File: src/rtl/rom_loader.sv
// rom_loader: turns a valid/ready byte stream into word writes for an on-chip memory.
// Bytes are packed little-endian into DW-bit words (DW = 8 or 16). Each completed word
// produces a single-cycle write strobe at an address that counts up from 0. When the
// memory is full, further bytes are still accepted but thrown away, and the sticky
// overflow flag is set. A trailing odd byte in DW=16 mode is written out as a
// zero-padded word when the load finishes.
module rom_loader #(
  parameter int unsigned KB = 16,
  parameter int unsigned DW = 8,
  localparam int unsigned AW = $clog2(KB * 1024)
) (
  input  logic          clock,
  input  logic          reset,
  input  logic          start,
  input  logic          finish,
  input  logic [7:0]    s_data,
  input  logic          s_valid,
  output logic          s_ready,
  output logic          we,
  output logic [AW-1:0] a,
  output logic [DW-1:0] d,
  output logic          busy,
  output logic          done,
  output logic          overflow,
  output logic [AW:0]   count
);

  localparam logic [AW:0] DEPTH = (AW + 1)'(KB * 1024);

  typedef enum logic [1:0] {
    StIdle,
    StLoad,
    StDone
  } state_t;

  state_t        state;
  // Words already committed to a strobe; this is the address of the next word.
  logic [AW:0]   wptr;
  // DW=16 only: set while a low byte is waiting for its partner.
  logic          phase;
  logic [7:0]    lo;

  logic          accept;
  logic          full;
  logic          take;
  logic          drop;
  logic          load_end;
  logic          word_done;
  logic          flush;
  logic          phase_next;
  logic [7:0]    lo_next;
  logic [DW-1:0] word;

  // Byte handling for this cycle: assemble, complete, drop, or flush a leftover byte
  always_comb begin
    accept     = s_valid && s_ready && !start;
    full       = (wptr == DEPTH);
    take       = accept && !full;
    drop       = accept && full;
    load_end   = finish && (state == StLoad) && !start;
    word_done  = 1'b0;
    flush      = 1'b0;
    phase_next = phase;
    lo_next    = lo;
    word       = '0;
    if (take) begin
      if (DW == 8) begin
        word_done = 1'b1;
        word      = DW'(s_data);
      end else if (!phase) begin
        lo_next    = s_data;
        phase_next = 1'b1;
      end else begin
        word_done  = 1'b1;
        word       = DW'({s_data, lo});
        phase_next = 1'b0;
      end
    end
    // The byte arriving together with finish is counted first; only a byte still
    // left waiting after that gets flushed.
    if (load_end && !word_done && phase_next && !full) begin
      flush = 1'b1;
      word  = DW'({8'h00, lo_next});
    end
  end

  // Control FSM with registered status and write-port outputs
  always_ff @(posedge clock or negedge reset) begin
    if (!reset) begin
      state    <= StIdle;
      s_ready  <= 1'b0;
      busy     <= 1'b0;
      done     <= 1'b0;
      overflow <= 1'b0;
      we       <= 1'b0;
      a        <= '0;
      d        <= '0;
      count    <= '0;
      wptr     <= '0;
      phase    <= 1'b0;
      lo       <= '0;
    end else begin
      we    <= 1'b0;
      count <= count + {{AW{1'b0}}, we};
      if (start) begin
        // A restart abandons everything, including a strobe about to be counted.
        state    <= StLoad;
        s_ready  <= 1'b1;
        busy     <= 1'b1;
        done     <= 1'b0;
        overflow <= 1'b0;
        count    <= '0;
        wptr     <= '0;
        phase    <= 1'b0;
      end else if (state == StLoad) begin
        phase <= phase_next;
        lo    <= lo_next;
        if (drop) begin
          overflow <= 1'b1;
        end
        if (word_done || flush) begin
          we   <= 1'b1;
          a    <= wptr[AW-1:0];
          d    <= word;
          wptr <= wptr + (AW + 1)'(1);
        end
        if (load_end) begin
          state   <= StDone;
          s_ready <= 1'b0;
          busy    <= 1'b0;
          done    <= 1'b1;
          phase   <= 1'b0;
        end
      end
    end
  end

endmodule

File: config.mk
export PLATFORM = sky130hd
export DESIGN_NAME = rom_loader
export DESIGN_NICKNAME = d
export VERILOG_FILES = /design/src/rtl/rom_loader.sv
export SDC_FILE = /design/constraint.sdc
export NUM_CORES = 1
export LEC_CHECK = 0
export ABC_AREA = 1
export BUFFER_PORTS_ARGS = -buffer_cell sky130_fd_sc_hd__buf_4
export CAP_MARGIN = 40
export CORE_MARGIN = 2
export CORE_UTILIZATION = 35
export CTS_CLUSTER_DIAMETER = 80
export DETAILED_ROUTE_END_ITERATION = 8
export HOLD_SLACK_MARGIN = 0.12
export PLACE_DENSITY = 0.57
export SETUP_SLACK_MARGIN = 0.15
export SYNTH_ARGS = -nofsm -noshare
export SYNTH_HDL_FRONTEND = slang
export SYNTH_SLANG_ARGS = --single-unit
File: constraint.sdc
create_clock -name clock -period 2.1 [get_ports clock]
set_clock_uncertainty 0.1 [all_clocks]
set_input_delay 0.21 -clock clock [delete_from_list [all_inputs] [get_ports clock]]
set_output_delay 0.21 -clock clock [all_outputs]
set_load 0.005 [all_outputs]
==> reports/results.tsv <==
metric	value	unit
die_x	93.1	microns
p_comb_share	12.1	%
post-cts-setup-buffers	0	
fin_crit_sh	82.8	%
crit_path_end_kind	flip-flop	
powerDensity	640	mW/mm^2
diodes	0	
setup-tns-final	0	ns
synth-compound-area-share	5.99	%
synth_top_area_share	50.4	%
cp_cell_sequence	ha_1 > ha_1 > nand2_1 > nor2_1 > nand3_2 > nor2_1 > nand2_1 > nand2_1 > nor2_1	
hold_depth	3	
syn_nets	378	
crit_arrival	1.84	ns
reg2reg_setup_slack	0.36	ns
tightest_slew	0.711	ns
hold_viol	0	
synth_xor_xnor_area_share	1.26	%
die_y	93.1	microns
maxCapViolations	0	
synth-warning-count	0	
pin_count	55	
synth_cells	361	
die_area	0.00867	sq mm
drt_wl_total	6560	microns
portBuffers	54	
rows	32	
grt_pass1_wl	11000	microns
place.gp.congestion	0.874	
drt-initial-drc-count	144	
fin_cells	528	
core	0.00773	sq mm
placed_cells	510	
cpPeakStageDelay	0.38	ns
ys.flop_type	dfrtp_1	
ys_async_sr_fraction	100	%
initial_core_util	36.0	%
yosys.area_share.simple	32.7	%
grt_pass1_vias	2292	
cts_buffers	5	
grt_usage	16.1	%
via_per_inst	4.64	
cts_root_buf	clkbuf_8	
hp-class	in -> reg	
htreeDepth	2	
grt_antenna_before_repair	0	
synth_top_family_by_area	simple AND/OR/NAND/NOR gates	
cts_tree	yes	
grt.overflow.total	0	
start_kind	flip-flop	
total_power	0.00225	W
synth_mux_area_share	0	%
yosysSeqAreaShare	50.4	%
clk_pin_slew_worst_paths	0.10	ns
synthAdderAreaFrac	1.80	%
crit_fanout	6	
ir_worst_vdd	307	uV
syn_area	0.00278	sq mm
r2r-start	we	
syn-mean-instance-area	7.70	sq um
p_leak	1.81	nW
synth-edff-count	0	
yosys_register_bits	56	
dp_hpwl	4520	microns
synth_cell_types	22	
clock_power_share	36.2	%
switching_share	23.0	%
synth_area_leaders	dfrtp_1 (50%), nand2_1 (18%), nand3_1 (5.6%), nor2_1 (4.7%), inv_1 (4.5%)	
synth_largest_area_cell	dfrtp_1	
period_minus_slack	1.74	ns
rsz0062_at_grt	no	
crit_type	reg -> reg	
drt-pass1-iter-count	4	
syn2layout_area_growth	26.4	%
cts_buffer_depth	2	
ant_nets	0	
slowest_stage	dfrtp_1	
clk-insertion-delay-late	0.31	ns
finalSetupViolCount	0	
wl_per_cell	12.4	microns
synth_common_cells	nand2_1 (131), dfrtp_1 (56), nor2_1 (35), inv_1 (33), nand3_1 (31)	
p_sw	0.000517	W
outcome	finished, final reports clean	
vias	2450	
hold_start	s_valid	
grt_max_degree	57	
fmax	575	MHz
reg2reg_depth	9	
maxSlewHeadroom	52.6	%
layout.nets	443	
timing.rr.end	count[10]	
pwr-share-seq	51.7	%
final_layout_size_suffix_gt1_share	17.8	%
drc_errors	0	
slew_violations	0	
final_util	45.5	%
synth.most_common_cell	nand2_1	
cts.sinks	56	
required	2.20	ns
power.internal	0.00173	W
min_delay_worst_endpoint	overflow	
-- metrics by stage --
step | cell area (sq um) | worst slack (ns) | hold WS, ns
after floorplan | 2780 | 0.551 | -0.186
after global placement | 3270 | 0.350 | 0.225
after detailed placement | 3270 | 0.346 | 0.224
after CTS | 3510 | 0.325 | 0.182
after global routing | 3510 | 0.180 | 0.175
final | 3510 | 0.362 | 0.200
-- cell usage in the layout, fill, tap and decap left out, types with 2 or more instances in the layout --
cell	n
a21oi_1	8
buf_4	59
bufinv_16	2
clkbuf_8	5
dfrtp_1	56
dlygate4sd3_1	11
ha_1	4
inv_1	33
inv_2	2
nand2_1	131
nand2_2	2
nand3_1	30
nand3_2	2
nand4_1	11
nor2_1	35
nor2_2	2
nor3_1	3
o21ai_0	21
o21bai_1	2
xor2_1	4
-- power groups by stage --
| stage | combinational (W) | clock, W | sequential [W] |
|---|---|---|---|
| after global placement | 0.000256 | 0 | 0.00118 |
| final | 0.000271 | 0.000814 | 0.00116 |
| after CTS | 0.000277 | 0.000852 | 0.00116 |
| after floorplan | 0.000115 | 0 | 0.00119 |
| after detailed placement | 0.000259 | 0 | 0.00118 |
| after global routing | 0.000309 | 0.000893 | 0.00117 |
-- state kept, by name (all words and copies together), names as in the netlist --
name,flops
count,15
d,8
overflow,1
we,1
state,2
a,14
wptr,15
-- worst max path at each step --
stage             from        end  slack [ns]
6_report            we  count[10]        0.36
2_1_floorplan       we  count[10]        0.55
5_1_grt        wptr[0]       a[8]        0.18
3_5_place_dp        we  count[10]        0.35
4_1_cts             we  count[10]        0.33
3_3_place_gp        we  count[10]        0.35
-- layer usage --
metal / global-route usage, % / vias up / routed length (microns)
met5: 0 / - / 0
met4: 5.64 / 0 / 84
met1: 21.7 / 1128 / 3210
met3: 3.71 / 6 / 238
li1: - / 1270 / -
met2: 25.4 / 46 / 3020
-- cell families (layout without fill, tap and decap cells) --
kind of cell | after synthesis | after routing
compound gates | 32 | 32
xor+xnor | 4 | 4
fa+ha+maj | 4 | 4
buf+inv | 48 | 113
flops | 56 | 56
simple gates | 217 | 217
-- repair_timing --
| action | 4_1_cts | 5_1_grt |
|---|---|---|
| hold buffers | 11 | 0 |
| endpoints found under the hold margin | 73 | 0 |
| endpoints found under the setup margin | 0 | 2 |
| resized for setup | 0 | 1 |
-- layout make-up --
class | instances | area [sq um]
clock inverters | 2 | 60.1
multi-input cells | 257 | 1160
well taps | 102 | 128
clock buffers | 5 | 68.8
fillers | 807 | 4210
flip-flops and latches | 56 | 1400
inverters | 36 | 138
repair buffers | 70 | 553
-- critical path, delay by kind of cell (launching register included) --
kind | cells | cell delay, ns
and+or+nand+nor | 7 | 0.73
adders and majority gates | 2 | 0.43
DFF | 1 | 0.38
(Power assumes the default switching activity.)
